`src/rtl/arbitro_de_interfaces.sv`:
```
// ---------------------------------------------------------------------------
// arbitro_de_interfaces
//   Shares one resource between two user interfaces that present 3-bit
//   priority codes. One interface is granted at a time. A holder can be
//   preempted by a strictly higher-ranked requester (PREEMPCAO=1). A holder
//   is also forced to hand over after TEMPO_MAX consecutive grant cycles
//   when the other interface is waiting. Invalid codes park the arbiter in
//   an error state until both codes are valid again.
//
// Ports
//   clk                     in   1  system clock, rising edge
//   rst_n                   in   1  synchronous active-low reset
//   User0                   in   3  priority code of interface 0
//   User1                   in   3  priority code of interface 1
//   Liberar                 in   1  holder releases the resource (pulse)
//   Grant                   out  2  one-hot grant, [0]=User0 [1]=User1
//   UsuarioAtivo            out  3  current holder code, 000 when none
//   UsuarioMenorPrioridade  out  3  waiting non-holder code, else 000
//   Troca                   out  1  one-cycle pulse on a user-to-user handover
//   Erro                    out  1  high while in the error state
//
// Code ranking: 101=4 > 011=3 > 001=2 > 110=1, 000 = idle,
// 010/100/111 = invalid. All outputs are registered.
// ---------------------------------------------------------------------------
module arbitro_de_interfaces #(
  parameter int unsigned TEMPO_MAX = 16,
  parameter int unsigned PREEMPCAO = 1,
  parameter int unsigned CONT_W    = 5
) (
  input  logic       clk,
  input  logic       rst_n,
  input  logic [2:0] User0,
  input  logic [2:0] User1,
  input  logic       Liberar,
  output logic [1:0] Grant,
  output logic [2:0] UsuarioAtivo,
  output logic [2:0] UsuarioMenorPrioridade,
  output logic       Troca,
  output logic       Erro
);

  localparam logic [CONT_W-1:0] CNT_LIM = CONT_W'(TEMPO_MAX - 1);

  typedef enum logic [1:0] {
    ST_LIVRE = 2'd0,
    ST_CONC0 = 2'd1,
    ST_CONC1 = 2'd2,
    ST_ERRO  = 2'd3
  } state_t;

  state_t            r_state;
  logic [CONT_W-1:0] r_cnt;

  logic [2:0] w_rank0;
  logic [2:0] w_rank1;
  logic       w_inval;
  logic       w_pede0;
  logic       w_pede1;

  // Rank of a code; idle and invalid codes both map to 0
  function automatic logic [2:0] f_rank(input logic [2:0] code);
    logic [2:0] rank;
    case (code)
      3'b101:  rank = 3'd4;
      3'b011:  rank = 3'd3;
      3'b001:  rank = 3'd2;
      3'b110:  rank = 3'd1;
      default: rank = 3'd0;
    endcase
    return rank;
  endfunction

  // Idle (000) counts as a valid code
  function automatic logic f_valido(input logic [2:0] code);
    logic ok;
    case (code)
      3'b000, 3'b001, 3'b011, 3'b101, 3'b110: ok = 1'b1;
      default:                                ok = 1'b0;
    endcase
    return ok;
  endfunction

  assign w_rank0 = f_rank(User0);
  assign w_rank1 = f_rank(User1);
  assign w_inval = !f_valido(User0) || !f_valido(User1);
  assign w_pede0 = (User0 != 3'b000);
  assign w_pede1 = (User1 != 3'b000);

  // Arbitration FSM; outputs are registered alongside the next state
  always_ff @(posedge clk) begin
    if (!rst_n) begin
      r_state                <= ST_LIVRE;
      r_cnt                  <= '0;
      Grant                  <= 2'b00;
      UsuarioAtivo           <= 3'b000;
      UsuarioMenorPrioridade <= 3'b000;
      Troca                  <= 1'b0;
      Erro                   <= 1'b0;
    end else begin
      Troca <= 1'b0;
      case (r_state)
        ST_LIVRE: begin
          if (w_inval) begin
            r_state <= ST_ERRO;
            Erro    <= 1'b1;
          end else if (w_pede0 || w_pede1) begin
            // Ties go to User0
            r_cnt <= '0;
            if (w_rank0 >= w_rank1) begin
              r_state                <= ST_CONC0;
              Grant                  <= 2'b01;
              UsuarioAtivo           <= User0;
              UsuarioMenorPrioridade <= User1;
            end else begin
              r_state                <= ST_CONC1;
              Grant                  <= 2'b10;
              UsuarioAtivo           <= User1;
              UsuarioMenorPrioridade <= User0;
            end
          end
        end

        ST_CONC0: begin
          if (w_inval) begin
            r_state                <= ST_ERRO;
            Grant                  <= 2'b00;
            UsuarioAtivo           <= 3'b000;
            UsuarioMenorPrioridade <= 3'b000;
            Erro                   <= 1'b1;
          end else if ((Liberar || !w_pede0) && !w_pede1) begin
            r_state                <= ST_LIVRE;
            Grant                  <= 2'b00;
            UsuarioAtivo           <= 3'b000;
            UsuarioMenorPrioridade <= 3'b000;
          end else if (Liberar || !w_pede0 ||
                       ((PREEMPCAO != 0) && (w_rank1 > w_rank0)) ||
                       ((r_cnt == CNT_LIM) && w_pede1)) begin
            // Release, preemption or hold-time expiry: hand over directly
            r_state                <= ST_CONC1;
            r_cnt                  <= '0;
            Grant                  <= 2'b10;
            UsuarioAtivo           <= User1;
            UsuarioMenorPrioridade <= User0;
            Troca                  <= 1'b1;
          end else begin
            UsuarioAtivo           <= User0;
            UsuarioMenorPrioridade <= User1;
            if (r_cnt != CNT_LIM) begin
              r_cnt <= r_cnt + 1'b1;
            end
          end
        end

        ST_CONC1: begin
          if (w_inval) begin
            r_state                <= ST_ERRO;
            Grant                  <= 2'b00;
            UsuarioAtivo           <= 3'b000;
            UsuarioMenorPrioridade <= 3'b000;
            Erro                   <= 1'b1;
          end else if ((Liberar || !w_pede1) && !w_pede0) begin
            r_state                <= ST_LIVRE;
            Grant                  <= 2'b00;
            UsuarioAtivo           <= 3'b000;
            UsuarioMenorPrioridade <= 3'b000;
          end else if (Liberar || !w_pede1 ||
                       ((PREEMPCAO != 0) && (w_rank0 > w_rank1)) ||
                       ((r_cnt == CNT_LIM) && w_pede0)) begin
            r_state                <= ST_CONC0;
            r_cnt                  <= '0;
            Grant                  <= 2'b01;
            UsuarioAtivo           <= User0;
            UsuarioMenorPrioridade <= User1;
            Troca                  <= 1'b1;
          end else begin
            UsuarioAtivo           <= User1;
            UsuarioMenorPrioridade <= User0;
            if (r_cnt != CNT_LIM) begin
              r_cnt <= r_cnt + 1'b1;
            end
          end
        end

        ST_ERRO: begin
          // Leave only once both codes are valid again
          if (!w_inval) begin
            r_state <= ST_LIVRE;
            Erro    <= 1'b0;
          end
        end

        default: begin
          r_state                <= ST_LIVRE;
          Grant                  <= 2'b00;
          UsuarioAtivo           <= 3'b000;
          UsuarioMenorPrioridade <= 3'b000;
          Erro                   <= 1'b0;
        end
      endcase
    end
  end

endmodule

```
`config.mk`:
```
export PLATFORM = sky130hd
export DESIGN_NAME = arbitro_de_interfaces
export DESIGN_NICKNAME = d
export VERILOG_FILES = /design/src/rtl/arbitro_de_interfaces.sv
export SDC_FILE = /design/constraint.sdc
export NUM_CORES = 1
export LEC_CHECK = 0
export CORE_MARGIN = 2
export CORE_UTILIZATION = 30
export CTS_CLUSTER_DIAMETER = 60
export DETAILED_ROUTE_END_ITERATION = 10
export GPL_ROUTABILITY_DRIVEN = 0
export PLACE_DENSITY_LB_ADDON = 0.08
export SYNTH_ARGS = -nofsm -noshare
export SYNTH_HDL_FRONTEND = slang
export SYNTH_SLANG_ARGS = --single-unit
```
`constraint.sdc`:
```
create_clock -name clk -period 3.4 [get_ports clk]
set_input_delay 0.34 -clock clk [delete_from_list [all_inputs] [get_ports clk]]
set_output_delay 0.34 -clock clk [all_outputs]
set_load 0.05 [all_outputs]
```
==> run summary <==
outcome -> completed
Switching Share -> 50.0%
post_cts resized -> 0
final WL -> 4.06 mm
slowest stage cell on the critical path -> clkdlybuf4s50_1
# nets final -> 214
Final HPWL DP -> 3.13 mm
Leak -> 0.630 nW
pin count of the biggest net entering global routing -> 12
vias in the first global route -> 1,430
FF-to-FF setup slack -> 1.03 ns
CTS root buf -> clkbuf_8
layout cells sized above 1 -> 14.4%
Place WS -> 0.226 ns
CP max stage delay -> 0.62 ns
Tot GR Track Use -> 15.7%
Initial DRC Count -> 79
H-tree levels -> 1
Routed Antenna Nets -> 0
# fillers -> 507
post-synth net total -> 194
RR Endpoint -> UsuarioAtivo[1]
WP data required -> 3.55 ns
Chip Height -> 75.0 um
DR WL/cell -> 15.5 um
Min-Delay Path Class -> reg2reg
Final min period -> 2.95 ns
DIE AREA -> 5630 um2
CP Max Fanout -> 9
clk sinks -> 17
CTS buffer count -> 3
DRT Pass-1 Iters -> 4
total global routing overflow -> 0
final setup violation count -> 0
CTS clk-pin slew, worst paths -> 0.08 ns
WS Path Type -> in2reg
Final TNS setup -> 0 ns
Mapped Area -> 1510 um2
Clock Path Buffers -> 2
share of the yosys chip area belonging to registers -> 22.5%
Hold Path Origin -> r_cnt[4]
clock share of power -> 12.2%
Tcrit/Tclk final -> 86.7%
hold path endpoint -> r_cnt[4]
Post-CTS Setup Bufs -> 0
ranking of synthesized cells by area -> dfxtp_1 (22%), ha_1 (7.4%), a221o_1 (4.0%)
Worst VDD drop -> 366 uV
CP arrival -> 3.10 ns
CTS tree -> built
Slew @ Worst Pin -> 0.750 ns
Port Buf Inserts -> 18
Clock Skew -> 0.00683 ns
Async SR Flop Fraction -> 0%
power density over the cells -> 739 nW/um2
DRC Markers -> 0
final worst setup slack -> 0.453 ns
critical-path cell list -> clkdlybuf4s50_1 > nand2b_1 > a21boi_0 > ha_1 > or2b_1 > a31oi_1 > buf_4 > nor2_1 > mux2i_1 > nor3_1 > a221o_1
syn_area_per_cell -> 8.59 um2
Logic pwr share -> 65.4%
first-pass GRT wire length -> 6.67 mm
EDFF count, synth -> 0
Mapped Cells -> 176
post-synth top area cell -> dfxtp_1
Internal Power -> 0.671 mW
Seq pwr share -> 22.4%
Die X -> 75.0 um
CP endpoint kind -> flop
Critical Path Source Type -> input pin
Hold Path Depth -> 2
drt via density -> 5.45
clk_lat worst skew -> 0.26 ns
Reg2Reg Depth -> 7
initial antenna violation count -> 0
cts hold-fix bufs -> 0
number of max-cap violations -> 0
Placed Area -> 1770 um2
Vias -> 1,429
number of I/O pins -> 19
RSZ-0062 raised after global routing -> false
synthesis-stage register bit count -> 17
dominant synthesized flop cell -> dfxtp_1
Final Hold Viols -> 0
# diodes -> 0
max-slew violation count -> 0
Ys Warns -> 0
row count -> 25
Initial Util -> 31.6%
Synth top area share -> 22.5%
Switch Pwr -> 0.670 mW
Area growth, synth to finish -> 19.9%
core box area -> 4790 um2
Critical R2R Launch -> r_cnt[0]
Fmax -> 339 MHz
Unique masters post-synth -> 57
post-route design area -> 1810 um2
Worst slew margin -> 49.8%
==> metrics by stage <==
step / hold WS [ns] / util (%) / std cells / power, mW
after detailed placement: 0.438 / 36.9 / 258 / 1.18
after global routing: 0.479 / 37.9 / 262 / 1.42
after CTS: 0.450 / 37.9 / 262 / 1.35
final: 0.452 / 37.9 / 262 / 1.34
after global placement: 0.431 / 36.9 / 258 / 1.16
after floorplan: 0.416 / - / 176 / 0.968
==> cells in the mapped netlist (all sizes together) (2+ instances only) <==
| cell | instances |
|---|---|
| a311oi | 3 |
| a21boi | 2 |
| o21ai | 8 |
| inv | 5 |
| dfxtp | 17 |
| o31ai | 2 |
| mux2i | 6 |
| clkbuf | 4 |
| a21oi | 7 |
| nand2 | 9 |
| nand3 | 8 |
| xnor2 | 2 |
| a41oi | 2 |
| ha | 9 |
| nor2 | 13 |
| a211oi | 4 |
| a2111oi | 2 |
| nor3 | 11 |
| nand2b | 3 |
| o21bai | 3 |
| o22ai | 3 |
| a31oi | 4 |
| nand4 | 2 |
| buf | 8 |
| and4b | 2 |
| a221o | 6 |
| a32o | 2 |
| or2 | 3 |
| nor2b | 2 |
| o21a | 8 |
==> layout by cell type, fill, tap and decap left out, types with 2 or more instances in the layout <==
cell type,synthesis,layout
o21ai_0,6,6
nor2_2,2,2
nand4_1,2,2
buf_4,4,9
a31oi_1,4,4
o21bai_1,3,3
or2_2,3,3
nor2b_1,2,2
ha_1,9,9
a21oi_1,6,6
nor3_1,11,11
nand2b_1,3,3
a311oi_1,2,2
a32o_1,2,2
o21a_1,8,8
xnor2_1,2,2
nand3_1,8,8
a41oi_1,2,2
clkbuf_8,0,3
nor2_1,11,11
mux2i_1,6,6
a211oi_1,3,3
and4b_1,2,2
o22ai_1,3,3
nand2_1,9,9
inv_1,5,5
a221o_1,6,6
clkdlybuf4s50_1,0,18
dfxtp_1,17,17
==> state kept, by name (all words and copies together) (netlist names) <==
register / flops
UsuarioAtivo: 3
Troca: 1
UsuarioMenorPrioridade: 3
Erro: 1
Grant: 2
r_state: 2
r_cnt: 5
==> worst max path at each step <==
stage	startpoint	cells past startpoint	end	slack [ns]
floorplan	User0[0]	9	UsuarioAtivo[0]	0.80
global placement	User1[2]	10	UsuarioMenorPrioridade[1]	0.26
finish	User1[2]	11	UsuarioAtivo[1]	0.45
CTS	User1[2]	9	r_cnt[0]	0.48
global route	User1[2]	10	r_cnt[0]	0.23
detailed placement	User1[2]	11	UsuarioAtivo[2]	0.23
==> layout make-up <==
class                           instances  area, um2  share of cell area (%)
Tap cell                               67       83.8                    4.62
Clock inverter                          1       5.00                   0.276
Sequential cell                        17        340                    18.8
Multi-Input combinational cell        141       1070                    59.1
Inverter                                6       22.5                    1.24
Clock buffer                            3       41.3                    2.28
Timing Repair Buffer                   27        248                    13.7
==> per-layer routing <==
metal | wire, um | vias up | share of wire, % | track usage [%]
met2 | 2000 | 21 | 49 | 27.4
met1 | 1890 | 681 | 46 | 19.4
met5 | 0 | - | 0 | 0
li1 | - | 720 | - | -
met4 | 48 | 0 | 1.2 | 5.16
met3 | 125 | 7 | 3.1 | 2.81
==> power by group through the flow <==
stage	Sequential [mW]	Clock [mW]	Combinational (mW)
2_1_floorplan	0.461	0	0.507
3_3_place_gp	0.303	0	0.857
3_5_place_dp	0.305	0	0.871
4_1_cts	0.301	0.173	0.875
5_1_grt	0.310	0.174	0.938
6_report	0.301	0.164	0.876
==> critical path: cells and delay by family <==
kind                     cells  cell delay, ns
AO/OA/AOI/OAI                3            0.47
adder cells (fa/ha/maj)      1            0.30
AND/OR/NAND/NOR              4            0.93
buffers and inverters        2            0.78
multiplexers                 1            0.27
==> kinds of logic after synthesis <==
family | count (synthesis) | synth area share [%]
AND/OR/NAND/NOR | 60 | 21.3
XOR/XNOR | 2 | 1.16
multiplexers | 6 | 3.97
AO/OA/AOI/OAI | 64 | 37.1
flip-flops | 17 | 22.5
adder cells (fa/ha/maj) | 9 | 7.44
buffers and inverters | 18 | 6.62
(Power assumes the default switching activity.)
